--- config.mk ---
export PLATFORM = sky130hd
export DESIGN_NAME = requant_scheduler
export DESIGN_NICKNAME = d
export VERILOG_FILES = /design/src/rtl/requant_scheduler.sv
export SDC_FILE = /design/constraint.sdc
export NUM_CORES = 1
export LEC_CHECK = 0
export CAP_MARGIN = 20
export CORE_MARGIN = 3
export CORE_UTILIZATION = 59
export CTS_CLUSTER_DIAMETER = 150
export CTS_CLUSTER_SIZE = 8
export DETAILED_ROUTE_END_ITERATION = 10
export PLACE_DENSITY_LB_ADDON = 0.25
export SLEW_MARGIN = 15
export SYNTH_ARGS = -nofsm -noshare
export SYNTH_HDL_FRONTEND = slang
export SYNTH_SLANG_ARGS = --single-unit
--- constraint.sdc ---
create_clock -name clk -period 6.4 [get_ports clk]
set_input_delay 1.6 -clock clk [delete_from_list [all_inputs] [get_ports clk]]
set_output_delay 1.6 -clock clk [all_outputs]
set_load 0.1 [all_outputs]
--- src/rtl/requant_scheduler.sv ---
// requant_scheduler: per-channel requantization sequencer with credit-protected output FIFO
module requant_scheduler #(
  parameter int NUM_CH     = 16,
  parameter int CH_W       = 4,
  parameter int FIFO_DEPTH = 8
) (
  input  logic            clk,
  input  logic            rst,
  input  logic            cfg_we,
  input  logic [CH_W-1:0] cfg_addr,
  input  logic [31:0]     cfg_multiplier,
  input  logic [7:0]      cfg_shift,
  input  logic            start,
  input  logic [15:0]     num_elems,
  input  logic [CH_W:0]   num_channels,
  input  logic [7:0]      zero_point,
  input  logic [7:0]      act_min,
  input  logic [7:0]      act_max,
  input  logic            in_valid,
  output logic            in_ready,
  input  logic [31:0]     in_data,
  output logic            qm_input_valid,
  output logic [31:0]     qm_x,
  output logic [31:0]     qm_multiplier,
  output logic [31:0]     qm_shift,
  input  logic            qm_output_valid,
  input  logic [7:0]      qm_result,
  output logic            out_valid,
  input  logic            out_ready,
  output logic [7:0]      out_data,
  output logic            busy,
  output logic            done
);
  localparam int CW = $clog2(FIFO_DEPTH + 1);
  localparam int AW = (FIFO_DEPTH > 1) ? $clog2(FIFO_DEPTH) : 1;
  typedef enum logic [1:0] {IDLE, RUN, DRAIN, DONE} state_t;
  state_t          r_state, w_next;
  logic [31:0]     r_mult  [NUM_CH];
  logic [7:0]      r_shift [NUM_CH];
  logic [7:0]      r_mem   [FIFO_DEPTH];
  logic [CH_W-1:0] r_ch;
  logic [CH_W:0]   r_nch;
  logic [15:0]     r_rem;
  logic [7:0]      r_zp, r_min, r_max;
  logic [CW-1:0]   r_infl, r_cnt, w_infl_n, w_cnt_n;
  logic [AW-1:0]   r_wr, r_rd;
  logic            r_qv;
  logic [31:0]     r_qx, r_qm, r_qs;
  logic            w_hs, w_ret, w_pop, w_ch_last;
  logic [8:0]      w_sum;
  logic [7:0]      w_clamp;
  // credit = results still in the multiplier plus results already buffered
  assign in_ready  = r_state == RUN && r_rem != 16'd0 &&
                     ({1'b0, r_infl} + {1'b0, r_cnt}) < (CW + 1)'(FIFO_DEPTH);
  assign w_hs      = in_valid && in_ready;
  assign w_ret     = qm_output_valid && r_state != IDLE;
  assign w_pop     = out_valid && out_ready;
  assign w_infl_n  = r_infl + CW'(w_hs) - CW'(w_ret && r_infl != '0);
  assign w_cnt_n   = r_cnt + CW'(w_ret) - CW'(w_pop);
  assign w_ch_last = {1'b0, r_ch} == r_nch - (CH_W + 1)'(1);
  assign w_sum     = {qm_result[7], qm_result} + {r_zp[7], r_zp};
  assign w_clamp   = $signed(w_sum) < $signed({r_min[7], r_min}) ? r_min :
                     $signed(w_sum) > $signed({r_max[7], r_max}) ? r_max : w_sum[7:0];
  assign out_valid      = r_cnt != '0;
  assign out_data       = out_valid ? r_mem[r_rd] : 8'd0;
  assign qm_input_valid = r_qv;
  assign qm_x           = r_qx;
  assign qm_multiplier  = r_qm;
  assign qm_shift       = r_qs;
  assign busy           = r_state != IDLE;
  assign done           = r_state == DONE;
  always_comb begin
    w_next = r_state;
    unique case (r_state)
      IDLE:  w_next = start ? (num_elems == 16'd0 ? DONE : RUN) : IDLE;
      RUN:   w_next = (w_hs && r_rem == 16'd1) ? DRAIN : RUN;
      DRAIN: w_next = (w_infl_n == '0 && w_cnt_n == '0) ? DONE : DRAIN;
      DONE:  w_next = IDLE;
      default: w_next = IDLE;
    endcase
  end
  always_ff @(posedge clk) begin
    if (rst) begin
      r_state <= IDLE;
      r_ch    <= '0;
      r_nch   <= '0;
      r_rem   <= '0;
      r_zp    <= '0;
      r_min   <= '0;
      r_max   <= '0;
      r_infl  <= '0;
      r_cnt   <= '0;
      r_wr    <= '0;
      r_rd    <= '0;
      r_qv    <= 1'b0;
      r_qx    <= '0;
      r_qm    <= '0;
      r_qs    <= '0;
      for (int i = 0; i < NUM_CH; i++) begin
        r_mult[i]  <= '0;
        r_shift[i] <= '0;
      end
    end else begin
      r_state <= w_next;
      r_infl  <= w_infl_n;
      r_cnt   <= w_cnt_n;
      r_qv    <= w_hs;
      if (r_state == IDLE && cfg_we) begin
        r_mult[cfg_addr]  <= cfg_multiplier;
        r_shift[cfg_addr] <= cfg_shift;
      end
      if (r_state == IDLE && start) begin
        r_ch  <= '0;
        r_rem <= num_elems;
        r_nch <= num_channels;
        r_zp  <= zero_point;
        r_min <= act_min;
        r_max <= act_max;
      end
      if (w_hs) begin
        r_qx  <= in_data;
        r_qm  <= r_mult[r_ch];
        r_qs  <= {{24{r_shift[r_ch][7]}}, r_shift[r_ch]};
        r_ch  <= w_ch_last ? '0 : r_ch + 1'b1;
        r_rem <= r_rem - 16'd1;
      end
      if (w_ret) r_wr <= r_wr == AW'(FIFO_DEPTH - 1) ? '0 : r_wr + 1'b1;
      if (w_pop) r_rd <= r_rd == AW'(FIFO_DEPTH - 1) ? '0 : r_rd + 1'b1;
    end
  end
  always_ff @(posedge clk) begin
    if (w_ret) r_mem[r_wr] <= w_clamp;
  end
  always_ff @(posedge clk) begin
    if (!rst) assert (!(w_ret && !w_pop && r_cnt == CW'(FIFO_DEPTH)));
  end
endmodule

# --- Word-level counts from Yosys, hierarchy flattened ---
# Memory sizes are Yosys's and may differ from the RTL's. A register that Yosys moved wholly into a read port is not among the register bits.
# Cells that the tools add are included.
op_classes:
  n_addsub: 11
  magnitude_cmp: 3
  n_eq_ne: 7
  n_mux: 30
  n_reduce_logical: 21
op_table:
  columns: ["cell", "count"]
  rows:
  - ["$mux 16", 2]
  - ["$mux 32", 1]
  - ["$mux 8", 4]
  - ["$reduce_or 32->1", 1]
  - ["$mux 4", 5]
  - ["$eq 16x1->1 const B", 1]
  - ["$logic_not 16->1", 1]
  - ["$reduce_bool 16->1", 1]
  - ["$sub 16x1->16 const B", 1]
  - ["$mux 3", 4]
  - ["$logic_and 1x1->1", 10]
  - ["$mux 1", 10]
  - ["$add 8x8->9", 1]
  - ["$gt 9x8->1", 1]
  - ["$lt 9x8->1", 1]
  - ["$add 4x1->4", 2]
  - ["$logic_not 4->1", 2]
  - ["$pmux 2 s4", 1]
  - ["$reduce_bool 4->1", 2]
  - ["$reduce_or 8->1", 1]
  - ["$sub 4x1->4", 2]
  - ["$add 3x1->3 const B", 2]
  - ["$eq 3x3->1 const B", 2]
  - ["$mux 2", 3]
  - ["9 further kinds", 11]
totals:
  register_bits: 98
  mem_bits_rw: 704
  input_bits: 136
  output_inout_bits: 109
  elab_cells: 88
  n_memories: 3
memory_table:
  columns: ["memory", "depth", "word_bits", "read_ports", "rd_clocked_by_memory_dff", "wr", "line", "rtl"]
  rows:
  - ["r_mult", 16, 32, 1, 1, 16, "38", "logic [31:0] r_mult [NUM_CH];"]
  - ["r_shift", 16, 8, 1, 1, 16, "39", "logic [7:0] r_shift [NUM_CH];"]
  - ["r_mem", 8, 8, 1, 1, 1, "40", "logic [7:0] r_mem [FIFO_DEPTH];"]

# --- Longest topological paths before layout ---
# Gate-level depths: netlist of the first run.
logic_depth:
  word_depth: 10
  depth_mapped: 17
  mapped_depth_nobuf: 16

# --- Worst setup path before layout of the first run ---
# Ideal clock, no wire load.
synth_path:
  kind: "input -> register"
  startpoint: "input qm_result[0]"
  endpoint: "memory r_mem[0][0] (data pin)"
  setup_time_ns: 0.274
  arrival_time_ns: 4.865
  required_ns: 6.126
  path_slack_ns: 1.261
  cell_stages: 14
  path_buffers: 1
  path_cell_list: "ha_1 -> fa_1 -> a21oi_1 -> o21ai_0 -> o22ai_1 -> xnor2_1 -> ha_1 -> nand3_1 -> or4b_2 -> o211ai_1 -> a31o_2 -> buf_2 -> mux2_2 -> mux2_2"
synth_via:
  elab_chain_len: 4
  elab_cells_between_ends: 5
  cone_classes: "add/sub: 1; order compare: 2; mux: 2"
synth_lines:
  columns: ["element", "line", "rtl"]
  rows:
  - ["from (decl)", "27", "input logic [7:0] qm_result,"]
  - ["$add 8x8->9 (*)", "61", "assign w_sum = {qm_result[7], qm_result} + {r_zp[7], r_zp};"]
  - ["$gt 9x8->1", "63", "$signed(w_sum) > $signed({r_max[7], r_max}) ? r_max : w_sum[7:0];"]
  - ["$mux 8", "63", null]
  - ["$mux 8 (*)", "62", "assign w_clamp = $signed(w_sum) < $signed({r_min[7], r_min}) ? r_min :"]
  - ["named net w_clamp[0]", "51", "logic [7:0] w_clamp;"]
  - ["to (decl)", "40", null]
# Mark *: on every way through the listed nets, which the timed path passes. The rest lies on a longest branch.

# --- Worst setup path after layout of the first run ---
layout_path:
  startpoint: "input qm_result[0]"
  endpoint: "memory r_mem[1][2] (data pin)"
# Same word-level chain as after synthesis.

==> impl_metrics.yaml, run 1 <==
run_status:
  status: "complete, no violations"
layout:
  syn_to_final_growth_pct: 17.58
  drive_gt1_frac: 0.1528
  final_nets: 3009
die:
  die_w_um: 259.2
  dieArea_sq_mm: 0.06716
  die_h_um: 259.2
  start_util: 0.5983
  row_count: 92
  placeableCoreArea_sq_mm: 0.06320
  io_pins: 245
logic_synthesis:
  synth_commonest_cells: "edfxtp_1 (704), and2_1 (643), nand2_1 (224)"
  async_flop_share: 0
  syn-num-nets: 2822
  netlist_top_cells_area: "edfxtp_1 (56%), mux4_2 (13%), and2_1 (11%)"
  yosys.area.top_type: "edfxtp_1"
  synth.most_common_cell: "edfxtp_1"
  synth_cells: 2637
  ys_seq_elements: 845
  netlist.area_leader.share: 0.5591
  avgSynthCellArea_sq_um: 14.34
  synth.distinct_cells: 61
  yosysSeqAreaShare: 0.6338
  synth-edff-count: 704
  ys.flop_type: "edfxtp_1"
  yosys_warnings: 0
  syn_area_sq_mm: 0.03781
drt:
  drtIter0Drc: 2513
  vias_per_cell: 6.083
  drc: 0
  postRouteAntennaNets: 0
  wl_mm: 96.98
  wire_per_inst_um: 25.68
  via_count: 22980
  dr.pass1.iters: 5
placed_design:
  numPortBuffers: 244
  hpwl_mm: 53.32
  place_congestion: 0.8484
timing:
  hold_viol: 0
  tightest_slew_ns: 1.142
  fin_skew_ns: 0.02668
  setup_violations: 0
  slew_violations: 0
  maxSlewHeadroom: 0.2366
  post-route-period-util: 0.8133
  post-route-min-period_ns: 5.205
  rsz0062_at_grt: "no"
  timing.fmax_mhz: 192.1
  final.setup.tns_ns: 0
global_routing:
  grt_pass1_wl_mm: 145.6
  globalRouteOverflowTotal: 0
  grt_pass1_vias: 23470
  gr-usage-all-layers: 0.2935
  antenna_found_initial: 10
  grt_max_degree: 114
clock_tree:
  cts.sinks: 845
  clock-root-buffer: "clkbuf_16"
  tritoncts: "built"
  cts_max_level: 3
  post_cts_buffers: 0
  clk_latency_ns: 0.66
  clk_pin_slew_ns: 0.05
  hold_buffers: 0
  ctsResizeCount: 0
  numCtsBuffers: 115
  clock_path_buffers: 3
power:
  p_total_mw: 14.36
  irDropWorstVdd_v: 0.0002559
  p_per_area_mw_per_mm2: 323.1
  p_leak_nw: 15.69
critical_path:
  critical_path.startpoint_type: "input pin"
  cp.arrival_ns: 5.56
  required_ns: 6.76
  crit_path_end_kind: "flop"
  max_stage_delay_ns: 0.65
  path_buf_inv: 1
  crit_path_top_delay_cell: "or4b_2"
  crit_chain: "clkdlybuf4s50_1 > ha_1 > fa_1 > a21oi_1 > o21ai_0 > o22ai_1 > xnor2_1 > ha_1 > nand3_1 > or4b_2 > o211ai_1 > a31o_2 > mux2i_1 > mux2i_1"
  path_delay_family: "adder cells"
  path_class: "input pin to flop"
  critical_path_peak_fanout: 8
min_path:
  hp-class: "flop to flop"
run:
  drv_cap: 0
==> worst paths after layout <==
kind / from / endpoint / slack (ns) / depth (start not counted)
max: qm_result[0] / r_mem[1][2] / 1.19 / 14
min: qm_x[28] / qm_x[28] / 0.45 / 2
max reg2reg: r_zp[0] / r_mem[1][2] / 2.25 / 13
min reg2reg: qm_x[28] / qm_x[28] / 0.45 / 2
==> sequential cells by signal, indices dropped and copies added, names as in the netlist, 16 cells and up, named ones only <==
| register | cells |
|---|---|
| r_rem | 16 |
| r_shift | 128 |
| qm_multiplier | 32 |
| qm_x | 32 |
| r_mult | 512 |
| r_mem | 64 |
==> cell type report <==
type / count / area [sq um]
clock buffers: 213 / 3309
flip-flops and latches: 845 / 23980
fillers: 4046 / 18740
well taps: 846 / 1059
repair buffers: 297 / 3049
inverters: 41 / 155.1
multi-input cells: 1524 / 12840
diodes: 6 / 15.01
clock inverters: 5 / 58.81
==> power by group <==
part | internal, mW | total, mW | switching (mW)
Combinational | 0.798 | 2.30 | 1.50
Clock | 3.43 | 5.65 | 2.21
Sequential | 6.25 | 6.42 | 0.166
==> cells in the final DEF (no fill, tap or decap), drive strengths merged, types with 3 or more instances in the layout <==
cell	count
nor4b	4
nor4	9
inv	43
nand2b	5
edfxtp	704
mux2	3
o21ai	13
xnor2	12
nand2	225
dfxtp	141
diode	6
clkinv	3
nand3	22
a32oi	3
clkbuf	213
nor2	63
and2	643
clkdlybuf4s50	243
nor3b	6
o211ai	4
a22oi	3
mux2i	25
mux4	216
fa	3
a31oi	3
ha	46
or4b	3
a21oi	136
or2	17
a21o	3
buf	54
nand3b	3
nor3	18
nor2b	7
==> tightest hold or removal path, cell delays in order, from the launching register on <==
cell,delay [ns]
dfxtp_1,0.30
nand2_1,0.05
a21oi_1,0.05
==> per-stage QoR <==
step,util,instance area (sq um),hold WS [ns],std cells,setup slack (ns)
3_5_place_dp,0.6495,41050,0.4469,3552,0.5797
2_1_floorplan,-,37810,0.4363,2637,1.261
4_1_cts,0.7028,44420,0.4533,3770,1.060
5_1_grt,0.7034,44450,0.4667,3774,0.8941
3_3_place_gp,0.6495,41050,0.4413,3552,0.6819
6_report,0.7035,44460,0.4483,3777,1.195
==> per-layer routing <==
layer | vias up | global-route usage | part of all wire
met4 | 4 | 0.09343 | 0.028
met5 | - | 0 | 0.00035
met3 | 211 | 0.06048 | 0.10
met2 | 1248 | 0.4832 | 0.49
met1 | 11560 | 0.3980 | 0.38
li1 | 9955 | - | -
==> cell families after synthesis <==
| kind of cell | count (synthesis) | synth area share |
|---|---|---|
| multiplexers | 244 | 0.1362 |
| adder cells (fa/ha/maj) | 49 | 0.01681 |
| buffers and inverters | 268 | 0.03028 |
| AND/OR/NAND/NOR | 1029 | 0.1516 |
| XOR/XNOR | 14 | 0.003243 |
| AO/OA/AOI/OAI | 188 | 0.02816 |
| flip-flops | 845 | 0.6338 |
Note: power is estimated with default switching activity, not from simulation.
==> inputs of run 2 (changes only) <==
--- a/config.mk
+++ b/config.mk
@@ -7,7 +7,7 @@
 export LEC_CHECK = 0
 export CAP_MARGIN = 20
 export CORE_MARGIN = 3
-export CORE_UTILIZATION = 59
+export CORE_UTILIZATION = 54
 export CTS_CLUSTER_DIAMETER = 150
 export CTS_CLUSTER_SIZE = 8
 export DETAILED_ROUTE_END_ITERATION = 10
==> constraint.sdc (replaced) <==
create_clock -name clk -period 4.6 [get_ports clk]
set_input_delay 1.15 -clock clk [delete_from_list [all_inputs] [get_ports clk]]
set_output_delay 1.15 -clock clk [all_outputs]
set_load 0.1 [all_outputs]
==> run 2 against run 1 <==
Via count grew 0.22%. Count of clock-buffer cells in the layout shrank 7. Global-route usage shrank 2.7 points. Critical endpoint is now r_mem[1][0]. Sequential share of layout area shrank 0.72 points. Largest power group unchanged. Combinational power grew 46%. Largest cell class unchanged.
==> impl_metrics.yaml, run 2 (synthesis results as in run 1) <==
run_status:
  status: "complete, no violations"
layout:
  layout_common_cells: "edfxtp_1 (704), and2_1 (642), clkdlybuf4s50_1 (234)"
  final_nets: 3053
  drive_gt1_frac: 0.1708
  fillers: 4914
  final_common_cell: "edfxtp_1"
  syn_to_final_growth_pct: 19.16
  post-route-util: 0.6535
  largest_reg_flops: 512
  reg.largest.list: "r_mult: 512 flops, r_shift: 128 flops, r_mem: 64 flops"
  top_register: "r_mult"
placed_design:
  hpwl_mm: 55.90
  numPortBuffers: 244
  place_congestion: 0.8412
  dp_slack_ns: -0.6364
die:
  placeableCoreArea_sq_mm: 0.06895
  dieArea_sq_mm: 0.07323
  die_h_um: 270.6
  start_util: 0.5484
  row_count: 96
  die_w_um: 270.6
  io_pins: 245
clock_tree:
  cts.sinks: 845
  clk_pin_slew_ns: 0.05
  numCtsBuffers: 115
  clk_latency_ns: 0.67
  clock-root-buffer: "clkbuf_16"
  clock_path_buffers: 3
  post_cts_buffers: 0
  cts_max_level: 3
  tritoncts: "built"
  hold_buffers: 0
  ctsResizeCount: 0
timing:
  setup_violations: 0
  final.setup.tns_ns: 0
  rsz0062_at_grt: "no"
  hold_viol: 0
  maxSlewHeadroom: 0.2889
  fin_skew_ns: 0.03366
  timing.fmax_mhz: 226.1
  slew_violations: 0
  fin_hold_ws_ns: 0.4508
  post-route-min-period_ns: 4.423
  fin_ws_ns: 0.1774
  tightest_slew_ns: 1.063
  post-route-period-util: 0.9614
critical_path:
  path_class: "input pin to flop"
  reg2reg_from: "r_zp[1]"
  r2r_slack_ns: 0.79
  crit_chain: "clkdlybuf4s50_1 > ha_1 > a21oi_1 > o221ai_1 > o41ai_2 > xnor2_1 > ha_1 > nand3_1 > or4b_2 > o211ai_1 > a31o_2 > mux2_2 > mux2_2"
  crit_path_top_delay_cell: "or4b_2"
  critical_path.startpoint_type: "input pin"
  reg2reg_depth: 12
  critical_path_peak_fanout: 8
  required_ns: 4.98
  r2r-end: "r_mem[1][0]"
  crit_path_end_kind: "flop"
  endpoint: "r_mem[1][0]"
  cp.arrival_ns: 4.80
  max_stage_delay_ns: 0.64
  crit_path_start: "qm_result[1]"
global_routing:
  grt_pass1_wl_mm: 146.8
  antenna_found_initial: 8
  grt_pass1_vias: 23930
  globalRouteOverflowTotal: 0
  gr-usage-all-layers: 0.2665
  grt_max_degree: 91
drt:
  via_count: 23030
  met2_wirelength_mm: 47.05
  drtIter0Drc: 2369
  vias_per_cell: 5.912
  highest_layer: "met5"
  drc: 0
  wire_per_inst_um: 24.88
  wl_met3_mm: 8.462
  postRouteAntennaNets: 0
  wl_mm: 96.92
  dr.pass1.iters: 5
  wl_met1_mm: 38.89
power:
  p_per_area_mw_per_mm2: 444.0
  p_total_mw: 20.00
  p_leak_nw: 15.95
  irDropWorstVdd_v: 0.0004181
run:
  drv_cap: 0
min_path:
  hp-class: "flop to flop"
## run 2: cell types whose count changed in the layout (fill, tap and decap cells not counted), sizes merged
cell           before  now
buf                54  107
clkdlybuf4s50     243  234
clkbuf            213  206
clkinv              3    5
inv                43   41
diode               6    2
## run 2: metrics by stage
stage                     instance area [sq um]  std cells
after floorplan                           37810       2637
after global placement                    41590       3679
after detailed placement                  41610       3680
after CTS                                 44930       3891
after global routing                      45050       3893
final                                     45050       3895
## run 2: worst min path at each step
| stage | end | start | cells after the start | slack, ns |
|---|---|---|---|---|
| final | qm_multiplier[17] | qm_multiplier[17] | 2 | 0.45 |
| after global routing | qm_x[18] | qm_x[18] | 2 | 0.47 |
| after CTS | qm_multiplier[0] | qm_multiplier[0] | 2 | 0.45 |
| after detailed placement | qm_multiplier[0] | qm_multiplier[0] | 2 | 0.45 |
| after global placement | qm_x[29] | qm_x[29] | 2 | 0.44 |
| after floorplan | r_min[1] | r_min[1] | 2 | 0.44 |
## run 2: worst max-delay path: cells and delay by family
kind / cells / cell delay, ns
AOI/OAI and AO/OA: 5 / 1.04
xor gates and xnor gates: 1 / 0.15
adders and majority gates: 2 / 0.63
buffers and inverters: 1 / 0.44
muxes: 2 / 0.66
and+or+nand+nor: 2 / 0.72
## run 2: cell type report
| cell class | count | area [sq um] | area share |
|---|---|---|---|
| Antenna cell | 2 | 5.005 | 0.0001111 |
| Clock buffer | 206 | 3241 | 0.07193 |
| Clock inverter | 5 | 76.32 | 0.001694 |
| Inverter | 41 | 155.1 | 0.003444 |
| Multi-Input combinational cell | 1524 | 12900 | 0.2863 |
| Sequential cell | 845 | 23980 | 0.5321 |
| Tap cell | 931 | 1165 | 0.02585 |
| Timing Repair Buffer | 341 | 3540 | 0.07856 |
## run 2: routing by layer
metal,vias up,global-route usage
li1,10050,-
met1,11720,0.3605
met2,1092,0.4354
met3,170,0.06172
met4,4,0.07865
met5,-,0
## run 2: report_power, final
group	switching, mW	total, mW	internal [mW]
combinational	2.18	3.36	1.18
sequential	0.197	8.89	8.69
clock	3.07	7.76	4.69
==> inputs of run 3 (changes only) <==
--- a/config.mk
+++ b/config.mk
@@ -7,7 +7,7 @@
 export LEC_CHECK = 0
 export CAP_MARGIN = 20
 export CORE_MARGIN = 3
-export CORE_UTILIZATION = 54
+export CORE_UTILIZATION = 59
 export CTS_CLUSTER_DIAMETER = 150
 export CTS_CLUSTER_SIZE = 8
 export DETAILED_ROUTE_END_ITERATION = 10
==> constraint.sdc (replaced) <==
create_clock -name clk -period 4.5 [get_ports clk]
set_input_delay 1.125 -clock clk [delete_from_list [all_inputs] [get_ports clk]]
set_output_delay 1.125 -clock clk [all_outputs]
set_load 0.1 [all_outputs]
==> run 3 against run 2 <==
Non-clock buffer count stayed put. Sequential share of layout area grew 0.29 points. Flip-flop and latch count stayed put. First-iteration DRC count grew 4.2%. Worst hold slack improved by 0.0028 ns. Sequential power rose by 2.2%. Routed wire length decreased by 2.2%. Core utilization is 5.6 points higher. Critical path depth up 1. Register-to-register slack lost 0.07 ns. Final cell count is 2.0% lower.
==> impl_metrics.yaml, run 3 (synthesis results as in run 1) <==
placed_design:
  place_congestion: 0.8906
  hpwl_mm: 54.71
  numPortBuffers: 244
drt:
  wire_per_inst_um: 24.85
  via_count: 23160
  drc: 0
  dr.pass1.iters: 6
  drtIter0Drc: 2469
  vias_per_cell: 6.068
  wl_mm: 94.82
  postRouteAntennaNets: 0
critical_path:
  critical_path_peak_fanout: 8
  required_ns: 4.85
  crit_path_end_kind: "flop"
  path_class: "input pin to flop"
  reg2reg_depth: 13
  critical_path.startpoint_type: "input pin"
  cp.arrival_ns: 4.70
timing:
  hold_viol: 0
  maxSlewHeadroom: 0.2382
  post-route-period-util: 0.9669
  post-route-min-period_ns: 4.351
  timing.fmax_mhz: 229.8
  fin_skew_ns: 0.03504
  fin_hold_ws_ns: 0.4536
  slew_violations: 0
  tightest_slew_ns: 1.143
  setup_violations: 0
power:
  irDropWorstVdd_v: 0.0003451
  p_leak_nw: 15.92
  p_total_mw: 20.51
  p_per_area_mw_per_mm2: 457.7
die:
  die_h_um: 259.2
  row_count: 92
  die_w_um: 259.2
  dieArea_sq_mm: 0.06716
  io_pins: 245
  start_util: 0.5983
  placeableCoreArea_sq_mm: 0.06320
layout:
  drive_gt1_frac: 0.1733
  layout_common_cells: "edfxtp_1 (704), and2_1 (642), clkdlybuf4s50_1 (230)"
  syn_to_final_growth_pct: 18.50
  reg.largest.list: "r_mult: 512 flops, r_shift: 128 flops, r_mem: 64 flops"
  final_common_cell: "edfxtp_1"
  top_register: "r_mult"
  final_nets: 3053
  largest_reg_flops: 512
clock_tree:
  cts_max_level: 3
  tritoncts: "built"
  clk_latency_ns: 0.67
  cts.sinks: 845
  hold_buffers: 0
  clock-root-buffer: "clkbuf_16"
  clock_path_buffers: 3
  numCtsBuffers: 115
  clk_pin_slew_ns: 0.05
global_routing:
  antenna_found_initial: 6
  grt_pass1_vias: 23710
  grt_max_degree: 92
  gr-usage-all-layers: 0.2855
  grt_pass1_wl_mm: 143.2
  globalRouteOverflowTotal: 0
min_path:
  holdPathStages: 2
  hp-class: "flop to flop"
run_status:
  status: "complete, no violations"
run:
  drv_cap: 0
==> run 3: power breakdown <==
group          total, mW  leakage [nW]  switching (mW)  internal (mW)
registers           9.09          8.35           0.202           8.89
logic               3.40          5.98            2.21           1.19
clock network       8.01          1.59            3.14           4.87
total               20.5          15.9            5.56           15.0
==> run 3: per-stage QoR <==
stage,setup TNS (ns),cells,setup slack [ns],util,instance area [sq um]
2_1_floorplan,0,2637,0.006464,-,37820
3_3_place_gp,-25.56,3591,-0.4606,0.6534,41290
3_5_place_dp,-41.08,3591,-0.6927,0.6534,41290
4_1_cts,0,3806,0.009246,0.7066,44650
5_1_grt,-0.05661,3815,-0.01137,0.7090,44800
6_report,0,3816,0.1488,0.7090,44810
==> run 3: final timing paths <==
kind	startpoint	to	slack (ns)
worst max register to register	r_zp[1]	r_mem[0][3]	0.72
worst max-delay path	qm_result[1]	r_mem[0][3]	0.15
worst min-delay path	qm_shift[0]	qm_shift[0]	0.45
worst min register to register	qm_shift[0]	qm_shift[0]	0.45
==> run 3: final cells by class <==
class	instances	area, sq um
flip-flops and latches	845	23980
fillers	3964	18390
multi-input cells	1524	12880
repair buffers	341	3367
clock buffers	210	3298
well taps	846	1059
inverters	41	155.1
clock inverters	5	58.81
diodes	4	10.01
==> run 3: worst max-delay path: stages <==
cell and delay (ns):
clkdlybuf4s50_1 0.43, ha_1 0.32, a21oi_2 0.19, o221ai_2 0.13, o41ai_2 0.35, xnor2_1 0.18
ha_1 0.33, nand3_1 0.09, or4b_2 0.64, o211ai_1 0.10, a31o_2 0.22, buf_12 0.14
mux2i_1 0.27, mux2i_2 0.19
==> run 3: what timing repair did <==
action,in CTS,in global routing
pin swaps,0,6
gates resized for setup,1,11
endpoints found under the setup margin,3,64
buffers inserted,0,3
==> run 3: metal layers <==
metal	routed length, um	track usage	vias up
met5	9	0	-
met4	2419	0.09390	2
met3	8271	0.05248	174
met2	46860	0.4752	1152
met1	37260	0.3853	11790
li1	-	-	10040
